--- config.mk ---
export PLATFORM = sky130hd
export DESIGN_NAME = ps2_key_tracker
export DESIGN_NICKNAME = d
export VERILOG_FILES = /design/src/rtl/ps2_key_tracker.sv
export SDC_FILE = /design/constraint.sdc
export NUM_CORES = 1
export LEC_CHECK = 0
export BUFFER_PORTS_ARGS = -buffer_cell sky130_fd_sc_hd__buf_2
export CAP_MARGIN = 20
export CELL_PAD_IN_SITES_DETAIL_PLACEMENT = 1
export CELL_PAD_IN_SITES_GLOBAL_PLACEMENT = 1
export CORE_MARGIN = 1.5
export CORE_UTILIZATION = 44
export DETAILED_ROUTE_END_ITERATION = 10
export PLACE_DENSITY_LB_ADDON = 0.1
export SLEW_MARGIN = 20
export SYNTH_ARGS = -nofsm -noshare
export SYNTH_HDL_FRONTEND = slang
export SYNTH_SLANG_ARGS = --single-unit
--- constraint.sdc ---
create_clock -name clk -period 3.3 [get_ports clk]
set_input_delay 0.33 -clock clk [delete_from_list [all_inputs] [get_ports clk]]
set_output_delay 0.33 -clock clk [all_outputs]
set_load 0.005 [all_outputs]
--- src/rtl/ps2_key_tracker.sv ---
// ps2_key_tracker
//   Pops bytes from the ps2_keyboard byte FIFO and decodes set-2 scan code
//   sequences (make, F0 break, E0 extended, E0 F0 extended break). It keeps
//   a small table of currently held keys, separates typematic repeats from
//   new presses, tracks Shift/Caps and holds the last new press for display.
//
// Parameters
//   MAX_HELD : number of held-key table entries (1..8)
//   CNT_W    : width of the new-press counter
//
// Ports
//   clk        in   system clock
//   clrn       in   synchronous, active-high reset
//   data       in   byte at the head of the FIFO
//   ready      in   FIFO non-empty
//   overflow   in   FIFO overflow flag
//   nextdata_n out  active-low pop strobe, low for the cycle after a capture
//   evt_*      out  event strobe and fields (fields hold between strobes)
//   shift      out  either Shift key held
//   caps       out  Caps Lock toggle state
//   held_n     out  number of table entries in use
//   key_count  out  count of new (non-repeat) presses, wraps
//   disp_code  out  scan code of the last new press
//   disp_ascii out  ASCII of the last new press
//   disp_valid out  at least one key held
//   err        out  one-cycle protocol-error strobe
//   ovf_seen   out  sticky FIFO overflow indication
module ps2_key_tracker #(
  parameter int MAX_HELD = 4,
  parameter int CNT_W    = 8
) (
  input  logic                          clk,
  input  logic                          clrn,
  input  logic [7:0]                    data,
  input  logic                          ready,
  input  logic                          overflow,
  output logic                          nextdata_n,
  output logic                          evt_valid,
  output logic [7:0]                    evt_code,
  output logic                          evt_ext,
  output logic                          evt_break,
  output logic                          evt_repeat,
  output logic [7:0]                    evt_ascii,
  output logic                          shift,
  output logic                          caps,
  output logic [$clog2(MAX_HELD+1)-1:0] held_n,
  output logic [CNT_W-1:0]              key_count,
  output logic [7:0]                    disp_code,
  output logic [7:0]                    disp_ascii,
  output logic                          disp_valid,
  output logic                          err,
  output logic                          ovf_seen
);

  localparam int HN_W  = $clog2(MAX_HELD + 1);
  localparam int IDX_W = (MAX_HELD > 1) ? $clog2(MAX_HELD) : 1;

  typedef enum logic [1:0] {
    S_IDLE,
    S_E0,
    S_F0,
    S_E0F0
  } state_e;

  // Set-2 scan code to ASCII. Letters are lower case unless 'upper';
  // digits ignore case; extended codes never map.
  function automatic logic [7:0] ps2_ascii(input logic [7:0] code,
                                           input logic       ext,
                                           input logic       upper);
    logic [7:0] lc;
    logic [7:0] res;
    lc  = 8'h00;
    res = 8'h00;
    case (code)
      8'h1C: lc = 8'h61;  8'h32: lc = 8'h62;  8'h21: lc = 8'h63;
      8'h23: lc = 8'h64;  8'h24: lc = 8'h65;  8'h2B: lc = 8'h66;
      8'h34: lc = 8'h67;  8'h33: lc = 8'h68;  8'h43: lc = 8'h69;
      8'h3B: lc = 8'h6A;  8'h42: lc = 8'h6B;  8'h4B: lc = 8'h6C;
      8'h3A: lc = 8'h6D;  8'h31: lc = 8'h6E;  8'h44: lc = 8'h6F;
      8'h4D: lc = 8'h70;  8'h15: lc = 8'h71;  8'h2D: lc = 8'h72;
      8'h1B: lc = 8'h73;  8'h2C: lc = 8'h74;  8'h3C: lc = 8'h75;
      8'h2A: lc = 8'h76;  8'h1D: lc = 8'h77;  8'h22: lc = 8'h78;
      8'h35: lc = 8'h79;  8'h1A: lc = 8'h7A;
      8'h45: res = 8'h30; 8'h16: res = 8'h31; 8'h1E: res = 8'h32;
      8'h26: res = 8'h33; 8'h25: res = 8'h34; 8'h2E: res = 8'h35;
      8'h36: res = 8'h36; 8'h3D: res = 8'h37; 8'h3E: res = 8'h38;
      8'h46: res = 8'h39;
      default: begin
        lc  = 8'h00;
        res = 8'h00;
      end
    endcase
    if (lc != 8'h00) res = upper ? (lc - 8'h20) : lc;
    if (ext) res = 8'h00;
    return res;
  endfunction

  state_e                    state_q, state_d;
  logic                      nd_q, nd_d;
  logic [MAX_HELD-1:0]       tbl_vld_q, tbl_vld_d;
  logic [MAX_HELD-1:0][8:0]  tbl_key_q, tbl_key_d;
  logic [CNT_W-1:0]          cnt_q, cnt_d;
  logic                      caps_q, caps_d;
  logic [7:0]                disp_code_q, disp_code_d;
  logic [7:0]                disp_ascii_q, disp_ascii_d;
  logic                      evt_valid_q, evt_valid_d;
  logic [7:0]                evt_code_q, evt_code_d;
  logic                      evt_ext_q, evt_ext_d;
  logic                      evt_break_q, evt_break_d;
  logic                      evt_repeat_q, evt_repeat_d;
  logic [7:0]                evt_ascii_q, evt_ascii_d;
  logic                      err_q, err_d;
  logic                      ovf_q, ovf_d;

  logic                      capture;
  logic                      is_make, is_break, is_ext, proto_err;
  logic [8:0]                key_in;
  logic                      hit, free_found, shift_w;
  logic [IDX_W-1:0]          hit_idx, free_idx;
  logic [HN_W-1:0]           held_cnt;
  logic [7:0]                ascii_now;

  // A byte is only taken while the pop strobe is idle, so the FIFO
  // always sees a full low cycle before the next capture.
  assign capture = ready & nd_q;
  assign nd_d    = ~capture;

  // Prefix decoder
  always_comb begin
    state_d   = state_q;
    is_make   = 1'b0;
    is_break  = 1'b0;
    is_ext    = 1'b0;
    proto_err = 1'b0;
    if (capture) begin
      case (state_q)
        S_IDLE: begin
          if (data == 8'hE0)      state_d = S_E0;
          else if (data == 8'hF0) state_d = S_F0;
          else                    is_make = 1'b1;
        end
        S_E0: begin
          state_d = S_IDLE;
          if (data == 8'hF0) begin
            state_d = S_E0F0;
          end else if (data == 8'hE0) begin
            proto_err = 1'b1;
          end else begin
            is_make = 1'b1;
            is_ext  = 1'b1;
          end
        end
        S_F0: begin
          state_d = S_IDLE;
          if (data == 8'hE0 || data == 8'hF0) proto_err = 1'b1;
          else                                 is_break  = 1'b1;
        end
        default: begin
          state_d = S_IDLE;
          if (data == 8'hE0 || data == 8'hF0) begin
            proto_err = 1'b1;
          end else begin
            is_break = 1'b1;
            is_ext   = 1'b1;
          end
        end
      endcase
    end
  end

  assign key_in = {is_ext, data};

  // Table search: match, lowest free slot, Shift presence and occupancy
  always_comb begin
    hit        = 1'b0;
    hit_idx    = '0;
    free_found = 1'b0;
    free_idx   = '0;
    shift_w    = 1'b0;
    held_cnt   = '0;
    for (int i = 0; i < MAX_HELD; i++) begin
      if (tbl_vld_q[i]) begin
        held_cnt = held_cnt + HN_W'(1);
        if (tbl_key_q[i] == 9'h012 || tbl_key_q[i] == 9'h059) shift_w = 1'b1;
        if (!hit && tbl_key_q[i] == key_in) begin
          hit     = 1'b1;
          hit_idx = IDX_W'(i);
        end
      end else if (!free_found) begin
        free_found = 1'b1;
        free_idx   = IDX_W'(i);
      end
    end
  end

  // ASCII is formed from the Shift/Caps state before this event lands.
  assign ascii_now = ps2_ascii(data, is_ext, shift_w ^ caps_q);

  // Event and held-state update
  always_comb begin
    tbl_vld_d    = tbl_vld_q;
    tbl_key_d    = tbl_key_q;
    cnt_d        = cnt_q;
    caps_d       = caps_q;
    disp_code_d  = disp_code_q;
    disp_ascii_d = disp_ascii_q;
    evt_valid_d  = 1'b0;
    evt_code_d   = evt_code_q;
    evt_ext_d    = evt_ext_q;
    evt_break_d  = evt_break_q;
    evt_repeat_d = evt_repeat_q;
    evt_ascii_d  = evt_ascii_q;
    err_d        = proto_err;
    ovf_d        = ovf_q | overflow;

    if (is_make || is_break) begin
      evt_valid_d  = 1'b1;
      evt_code_d   = data;
      evt_ext_d    = is_ext;
      evt_break_d  = is_break;
      evt_repeat_d = is_make & hit;
      evt_ascii_d  = ascii_now;
    end

    // A new press counts and reaches the display even when the table is full.
    if (is_make && !hit) begin
      if (free_found) begin
        tbl_vld_d[free_idx] = 1'b1;
        tbl_key_d[free_idx] = key_in;
      end
      cnt_d        = cnt_q + CNT_W'(1);
      disp_code_d  = data;
      disp_ascii_d = ascii_now;
      if (key_in == 9'h058) caps_d = ~caps_q;
    end

    if (is_break && hit) tbl_vld_d[hit_idx] = 1'b0;
  end

  // Register stage
  always_ff @(posedge clk) begin
    if (clrn) begin
      state_q      <= S_IDLE;
      nd_q         <= 1'b1;
      tbl_vld_q    <= '0;
      tbl_key_q    <= '0;
      cnt_q        <= '0;
      caps_q       <= 1'b0;
      disp_code_q  <= '0;
      disp_ascii_q <= '0;
      evt_valid_q  <= 1'b0;
      evt_code_q   <= '0;
      evt_ext_q    <= 1'b0;
      evt_break_q  <= 1'b0;
      evt_repeat_q <= 1'b0;
      evt_ascii_q  <= '0;
      err_q        <= 1'b0;
      ovf_q        <= 1'b0;
    end else begin
      state_q      <= state_d;
      nd_q         <= nd_d;
      tbl_vld_q    <= tbl_vld_d;
      tbl_key_q    <= tbl_key_d;
      cnt_q        <= cnt_d;
      caps_q       <= caps_d;
      disp_code_q  <= disp_code_d;
      disp_ascii_q <= disp_ascii_d;
      evt_valid_q  <= evt_valid_d;
      evt_code_q   <= evt_code_d;
      evt_ext_q    <= evt_ext_d;
      evt_break_q  <= evt_break_d;
      evt_repeat_q <= evt_repeat_d;
      evt_ascii_q  <= evt_ascii_d;
      err_q        <= err_d;
      ovf_q        <= ovf_d;
    end
  end

  assign nextdata_n = nd_q;
  assign evt_valid  = evt_valid_q;
  assign evt_code   = evt_code_q;
  assign evt_ext    = evt_ext_q;
  assign evt_break  = evt_break_q;
  assign evt_repeat = evt_repeat_q;
  assign evt_ascii  = evt_ascii_q;
  assign shift      = shift_w;
  assign caps       = caps_q;
  assign held_n     = held_cnt;
  assign key_count  = cnt_q;
  assign disp_code  = disp_code_q;
  assign disp_ascii = disp_ascii_q;
  assign disp_valid = (held_cnt != '0);
  assign err        = err_q;
  assign ovf_seen   = ovf_q;

endmodule

==> results of run 1 <==
[path summary, 6_finish.rpt]
check	start	to	slack, ps
worst max register to register	tbl_key_q[9]	disp_ascii[5]	390
worst min-delay path	overflow	ovf_seen	190
worst max-delay path	tbl_key_q[9]	disp_ascii[5]	390
worst min register to register	evt_ascii[1]	evt_ascii[1]	460
[where the power goes]
| group | switching, mW | internal, mW |
|---|---|---|
| sequential | 0.0313 | 1.12 |
| combinational | 0.221 | 0.132 |
| clock | 0.442 | 0.651 |
| total | 0.694 | 1.91 |
[logic make-up after synthesis]
logic type | count (synthesis) | synth area share
buf+inv | 66 | 0.0623
fa+ha+maj | 7 | 0.0172
xor+xnor | 42 | 0.0765
flops | 90 | 0.353
mux | 33 | 0.0655
compound gates | 111 | 0.149
simple gates | 250 | 0.276
[routing by layer]
layer | GRT usage | wire, um | vias to the layer above
met5 | 0 | 0 | -
met4 | 0.0863 | 269 | 0
met3 | 0.0355 | 585 | 17
met2 | 0.430 | 7380 | 83
met1 | 0.371 | 7610 | 2323
li1 | - | - | 2253
[stage by stage]
step	worst slack, ps	utilization
global route	170	0.513
detailed placement	127	0.485
floorplan	717	-
global placement	171	0.485
CTS	343	0.513
finish	390	0.513
[state kept, by name (all words and copies together) (netlist names)]
signal      flops
evt_valid       1
ovf_seen        1
nextdata_n      1
evt_ext         1
evt_code        8
state_q         2
evt_break       1
err             1
evt_repeat      1
caps            1
evt_ascii       8
disp_ascii      8
disp_code       8
tbl_key_q      36
key_count       8
tbl_vld_q       4
[worst reg2reg max path: stages (launching register included)]
cell and delay [ps]:
dfxtp_1 350, or4b_2 670, a2111oi_0 450, buf_4 200
or4_1 180, xor2_1 200, ha_1 250, a21boi_1 140
o41ai_1 370
[layout make-up]
| type | count | area (sq um) |
|---|---|---|
| flip-flops and latches | 90 | 1800 |
| inverters | 15 | 56.3 |
| well taps | 143 | 179 |
| clock inverters | 3 | 46.3 |
| multi-input cells | 443 | 2980 |
| clock buffers | 13 | 270 |
| fillers | 1393 | 5530 |
| repair buffers | 88 | 500 |
[placed cells by master, fill, tap and decap left out, types with 4 or more instances in the layout]
cell type and instances:
o22ai_1 5, nand2_1 81, o21ai_0 14, nor3_1 11
nand4b_1 4, a2111oi_0 4, a31o_1 9, dfxtp_1 90
xor2_1 15, or4b_2 8, a22oi_1 4, buf_4 24
nor4_1 17, inv_1 14, nand2b_1 4, xnor2_1 24
nand4_1 8, a32oi_1 5, mux2i_1 30, nand3_1 30
nor2b_1 9, or3_1 9, nor2_1 37, or4_1 5
clkbuf_16 9, buf_2 64, ha_1 7, a21oi_1 37
==> results.yml, run 1 <==
setup_path:
  path_cells: "or4b_2, a2111oi_0, buf_4, or4_1, xor2_1, ha_1, a21boi_1, o41ai_1"
  cp.buffers_inverters: 1
  worst_r2r_path_depth: 8
  cp_top_family: "compound AO/OA/AOI/OAI gates"
  worstPathArrival_ps: 3160
  cp_slowest_cell: "or4b_2"
  path_max_fanout: 4
  cp-end-kind: "flip-flop"
  crit_type: "flip-flop to flip-flop"
  worst-path-stages: 8
  start_kind: "flip-flop"
  slowest_delay_ps: 670
  required_ps: 3550
yosys:
  synthDominantCellAreaShare: 0.353
  yosysSeqAreaShare: 0.353
  synth_ff_type: "dfxtp_1"
  yosysUniqueCellTypes: 70
  synth_top_area_cell: "dfxtp_1"
  synth_area_sq_mm: 0.00510
  synth_seq_cells: 90
  syn_area_per_cell_sq_um: 8.52
  synth.most_common_cell: "dfxtp_1"
  yosys-top-cells-area: "dfxtp_1, nand2_1, mux2i_1, xnor2_1, a21oi_1"
  async_flop_share: 0
  synthTopCellsByCount: "dfxtp_1, nand2_1, a21oi_1, nor2_1"
  syn-num-nets: 618
  ys_warn_count: 0
  syn_inst: 599
  synth-edff-count: 0
timing:
  finClkSkew_ps: 5.33
  fmax_ghz: 0.344
  relSlewSlack: 0.489
  hold_ws_ps: 188
  tightest_slew_ps: 759
  hold_violations: 0
  finalCriticalPeriod_ps: 2910
  min_period_over_period: 0.882
  final-max-slew-violation-count: 0
  rsz0062_at_grt: "no"
  setup_violations: 0
  final.setup.tns_ps: 0
clocking:
  clock-sinks: 90
  hold_buffers: 0
  cts_tree: "yes"
  path_clk_slew_ps: 70
  cts-root-buf: "clkbuf_16"
  cts_resized: 0
  cts_buffers: 9
  clk_latency_ps: 350
  post-cts-setup-buffers: 0
  cts_max_level: 3
  clockBufferDepth: 2
place:
  numPlacedInstances: 779
  hpwl_mm: 11.8
  globalplace.congestion: 0.862
  dpl_cell_area_sq_mm: 0.00552
  port_buffers: 64
route:
  drt_iter0_markers: 224
  wl_per_cell_um: 19.9
  drc: 0
  drt_wl_total_mm: 15.9
  viasPerCell: 5.88
  ant_nets: 0
  drt_pass1_iterations: 4
  dr_total_vias: 4676
power_and_ir_drop:
  powerDensity_mw_per_mm2: 446
  p_leak_nw: 2.34
  power_mw: 2.60
  peakVddDrop_uv: 277
min_path:
  min_path_cells: 3
  hold_class: "primary input to flip-flop"
layout:
  fin_nets: 666
  drive_above_1_share: 0.199
  final_area_sq_mm: 0.00584
  syn_to_final_growth_pct: 14.4
  instances_no_fill: 795
  n_antenna_cell: 0
grt:
  antenna_found_initial: 0
  gr-total-overflow: 0
  grt_pass1_vias: 4789
  grtUsageTotal: 0.267
  grt_max_degree: 46
  grt_pass1_wl_mm: 25.8
outcome:
  status: "finished clean"
floorplan:
  fp.dieH_um: 111
  num_io_pins: 65
  die_area_sq_mm: 0.0122
  fp.dieW_um: 111
  placementRows: 39
  core_region_area_sq_mm: 0.0114
  initial_core_util: 0.449
job:
  maxCapViolCount: 0
Note: power is estimated with default switching activity, not from simulation.
==> run 2, diff against run 1 <==
CORE_UTILIZATION = 30   (was 44)
==> results.yml, run 2 (synthesized netlist as in run 1, its figures left out) <==
outcome:
  status: "finished clean"
setup_path:
  cp-end-kind: "flip-flop"
  r2r-end: "disp_ascii[5]"
  path_cells: "or4b_2, a2111oi_0, or4_1, xor2_1, ha_1, a21boi_1, o41ai_1"
  worst_r2r_path_depth: 7
  r2r_slack_ps: 380
  crit_type: "flip-flop to flip-flop"
  slowest_delay_ps: 670
  cp_slowest_cell: "or4b_2"
  worstPathArrival_ps: 3180
  crit_path_start: "tbl_key_q[27]"
  start_kind: "flip-flop"
  crit_path_end: "disp_ascii[5]"
  reg2reg_from: "tbl_key_q[27]"
  path_max_fanout: 4
  required_ps: 3560
route:
  viasPerCell: 5.36
  drc: 0
  dr_total_vias: 4729
  routed.top_layer: "met4"
  drt_pass1_iterations: 4
  wl_met1_mm: 8.72
  wl_per_cell_um: 20.0
  met3_length_um: 737
  drt_iter0_markers: 194
  ant_nets: 0
  route.met2.wl_mm: 8.01
  drt_wl_total_mm: 17.6
timing:
  relSlewSlack: 0.398
  rsz0062_at_grt: "no"
  fmax_ghz: 0.342
  finClkSkew_ps: 7.12
  finalCriticalPeriod_ps: 2920
  hold_violations: 0
  min_period_over_period: 0.885
  final-max-slew-violation-count: 0
  tightest_slew_ps: 895
  final.setup.tns_ps: 0
  setup_violations: 0
clocking:
  path_clk_slew_ps: 70
  cts_resized: 0
  cts_max_level: 3
  clock-sinks: 90
  cts-root-buf: "clkbuf_16"
  cts_tree: "yes"
  post-cts-setup-buffers: 0
  cts_buffers: 9
  clockBufferDepth: 2
  clk_latency_ps: 350
  hold_buffers: 0
layout:
  layout_common_cells: "dfxtp_1, nand2_1, buf_2"
  final_common_cell: "dfxtp_1"
  top_register: "tbl_key_q"
  drive_above_1_share: 0.215
  syn_to_final_growth_pct: 17.0
  largest_reg_flops: 36
  fin_nets: 676
  n_fill_cell: 1990
  n_antenna_cell: 0
min_path:
  min_path_cells: 3
  hold_class: "primary input to flip-flop"
floorplan:
  placementRows: 47
  fp.dieH_um: 133
  core_region_area_sq_mm: 0.0166
  die_area_sq_mm: 0.0178
  initial_core_util: 0.308
  num_io_pins: 65
  fp.dieW_um: 133
power_and_ir_drop:
  peakVddDrop_uv: 236
  power_mw: 2.53
  p_leak_nw: 2.37
  powerDensity_mw_per_mm2: 424
grt:
  gr-total-overflow: 0
  grt_pass1_vias: 4772
  grtUsageTotal: 0.201
  grt_max_degree: 42
  antenna_found_initial: 0
  grt_pass1_wl_mm: 27.6
place:
  globalplace.congestion: 0.832
  hpwl_mm: 13.2
  port_buffers: 64
job:
  maxCapViolCount: 0
[run 2: worst max-delay path: cells and delay by family (launching register included)]
family	cells	cell delay, ps
AO/OA/AOI/OAI	3	1020
AND/OR/NAND/NOR	2	960
flip-flops	1	360
adder cells (fa/ha/maj)	1	260
XOR/XNOR	1	210
[run 2: how the worst min path moves through the flow]
stage | from | to | slack, ps
final | overflow | ovf_seen | 190
after global routing | overflow | ovf_seen | 210
after CTS | overflow | ovf_seen | 190
after detailed placement | evt_ascii[1] | evt_ascii[1] | 450
after global placement | ovf_seen | ovf_seen | 440
after floorplan | ready | nextdata_n | 440
[run 2: power by group]
group,switching [mW],leakage [nW],internal [mW]
registers,0.0298,0.731,1.12
clock network,0.487,0.133,0.517
logic,0.233,1.51,0.140
[run 2: final cells by class]
class / instances / area [sq um] / share of cell area
clock buffers: 9 / 225 / 0.0377
clock inverters: 7 / 51.3 / 0.00860
inverters: 15 / 56.3 / 0.00944
multi-input cells: 443 / 2980 / 0.500
flip-flops and latches: 90 / 1800 / 0.302
well taps: 220 / 275 / 0.0461
repair buffers: 98 / 576 / 0.0965
[run 2: metrics by stage]
stage / hold slack (ps) / std cells / util / cell area (sq um) / setup WS [ps]
detailed placement: 446 / 866 / 0.343 / 5690 / 111
CTS: 185 / 882 / 0.360 / 5970 / 318
global route: 215 / 882 / 0.360 / 5970 / 100
floorplan: 438 / 599 / - / 5100 / 717
finish: 188 / 882 / 0.360 / 5970 / 380
global placement: 440 / 866 / 0.343 / 5690 / 99.7
[run 2: per-layer routing]
metal | global-route usage | vias up
li1 | - | 2281
met1 | 0.284 | 2353
met2 | 0.326 | 84
met3 | 0.0289 | 11
met4 | 0.0423 | 0
met5 | 0 | -
==> run 3, diff against run 2 <==
BUFFER_PORTS_ARGS = -buffer_cell sky130_fd_sc_hd__buf_4   (was -buffer_cell sky130_fd_sc_hd__buf_2)
CORE_ASPECT_RATIO = 1.5   (was not set)
==> results.yml, run 3 (synthesized netlist as in run 1, its figures left out) <==
layout:
  top_register: "tbl_key_q"
  drive_above_1_share: 0.196
  n_fill_cell: 1998
  multiInputGateArea_sq_mm: 0.00298
  largest_reg_flops: 36
  final_common_cell: "dfxtp_1"
  fin_nets: 662
  n_antenna_cell: 0
  final_core_util: 0.364
  register_area_sq_mm: 0.00180
  syn_to_final_growth_pct: 19.0
  layout_common_cells: "dfxtp_1, buf_4, nand2_1"
min_path:
  hold_class: "primary input to flip-flop"
  hp-start: "overflow"
timing:
  finClkSkew_ps: 7.54
  hold_violations: 0
  final-max-slew-violation-count: 0
  finalCriticalPeriod_ps: 3010
  rsz0062_at_grt: "no"
  min_period_over_period: 0.912
  setup_violations: 0
  hold_ws_ps: 196
  fmax_ghz: 0.332
  fin_ws_ps: 291
  relSlewSlack: 0.439
  tightest_slew_ps: 842
  final.setup.tns_ps: 0
power_and_ir_drop:
  p_int_mw: 1.98
  power_frac_seq: 0.426
  power_frac_comb: 0.136
  sw_frac_of_total: 0.269
  powerDensity_mw_per_mm2: 446
  p_switching_uw: 729
  p_leak_nw: 2.35
  clockPowerShare: 0.438
  power_mw: 2.71
  peakVddDrop_uv: 178
clocking:
  clock-sinks: 90
  cts_max_level: 3
  clockBufferDepth: 2
  hold_buffers: 0
  post-cts-setup-buffers: 0
  clk_latency_ps: 350
  cts-root-buf: "clkbuf_16"
  path_clk_slew_ps: 70
  cts_buffers: 9
  cts_tree: "yes"
  cts_resized: 0
route:
  drt_wl_total_mm: 17.3
  drt_pass1_iterations: 4
  viasPerCell: 5.52
  ant_nets: 0
  drc: 0
  dr_total_vias: 4739
  drt_iter0_markers: 182
  wl_per_cell_um: 20.2
setup_path:
  cp.buffers_inverters: 0
  required_ps: 3550
  crit_path_start: "tbl_key_q[9]"
  r2r_slack_ps: 290
  cp_slowest_cell: "or4b_2"
  path_cells: "or4b_2, a2111oi_0, or4_1, xor2_1, ha_1, a21boi_1, o41ai_1"
  crit_type: "flip-flop to flip-flop"
  path_max_fanout: 4
  start_kind: "flip-flop"
  cp_top_family: "compound AO/OA/AOI/OAI gates"
  cp-end-kind: "flip-flop"
  reg2reg_from: "tbl_key_q[9]"
  worstPathArrival_ps: 3250
  slowest_delay_ps: 660
floorplan:
  fp.dieW_um: 109
  core_region_area_sq_mm: 0.0167
  fp.dieH_um: 163
  initial_core_util: 0.306
  num_io_pins: 65
  placementRows: 58
  die_area_sq_mm: 0.0178
grt:
  gr-total-overflow: 0
  grtUsageTotal: 0.201
  grt_max_degree: 64
  grt_pass1_wl_mm: 26.8
  antenna_found_initial: 0
  grt_pass1_vias: 4748
place:
  port_buffers: 64
  globalplace.congestion: 0.867
  place_ws_ps: 287
  hpwl_mm: 12.6
outcome:
  status: "finished clean"
job:
  maxCapViolCount: 0
run 3: changes by cell type in the layout (fill, tap and decap cells not counted):
| cell | change |
|---|---|
| clkinv_1 | +1 |
| clkbuf_8 | +2 |
| buf_2 | -64 |
| clkinv_2 | -1 |
| buf_4 | +50 |
| clkinvlp_4 | -2 |
| inv_6 | -1 |
| inv_2 | -1 |
| bufinv_16 | +2 |
run 3: area by class of cell:
cell class	instances	share of cell area
multi-input combinational	443	0.491
sequential	90	0.297
timing repair buffer	84	0.104
tap	210	0.0433
clock buffer	11	0.0416
clock inverter	5	0.0136
inverter	15	0.00928
run 3: path summary, 6_finish.rpt:
path / endpoint / cells after the start
worst min-delay path: ovf_seen / 3
worst max register to register: disp_ascii[5] / 7
worst min register to register: disp_ascii[2] / 2
worst max-delay path: disp_ascii[5] / 7
run 3: power groups by stage:
stage / clock network, mW / registers, mW / logic, mW
global route: 1.24 / 1.16 / 0.405
finish: 1.18 / 1.15 / 0.369
CTS: 1.20 / 1.15 / 0.376
global placement: 0 / 1.18 / 0.365
floorplan: 0 / 1.17 / 0.238
detailed placement: 0 / 1.18 / 0.374
run 3: worst min-delay path: cells and delay by family:
kind	cells	cell delay (ps)
buffers and inverters	1	80
AND/OR/NAND/NOR	2	110
run 3: through the flow:
stage	std cells	area, sq um
after global placement	842	5730
after detailed placement	842	5730
after CTS	858	6070
after floorplan	599	5100
after global routing	858	6070
final	858	6070
run 3: per-layer routing:
layer  global-route usage  vias up  wire length, um
met5                    0        -                0
met4               0.0933        0              583
met3               0.0236       31              499
met2                0.366       92             9280
met1                0.227     2354             6940
li1                     -     2262                -
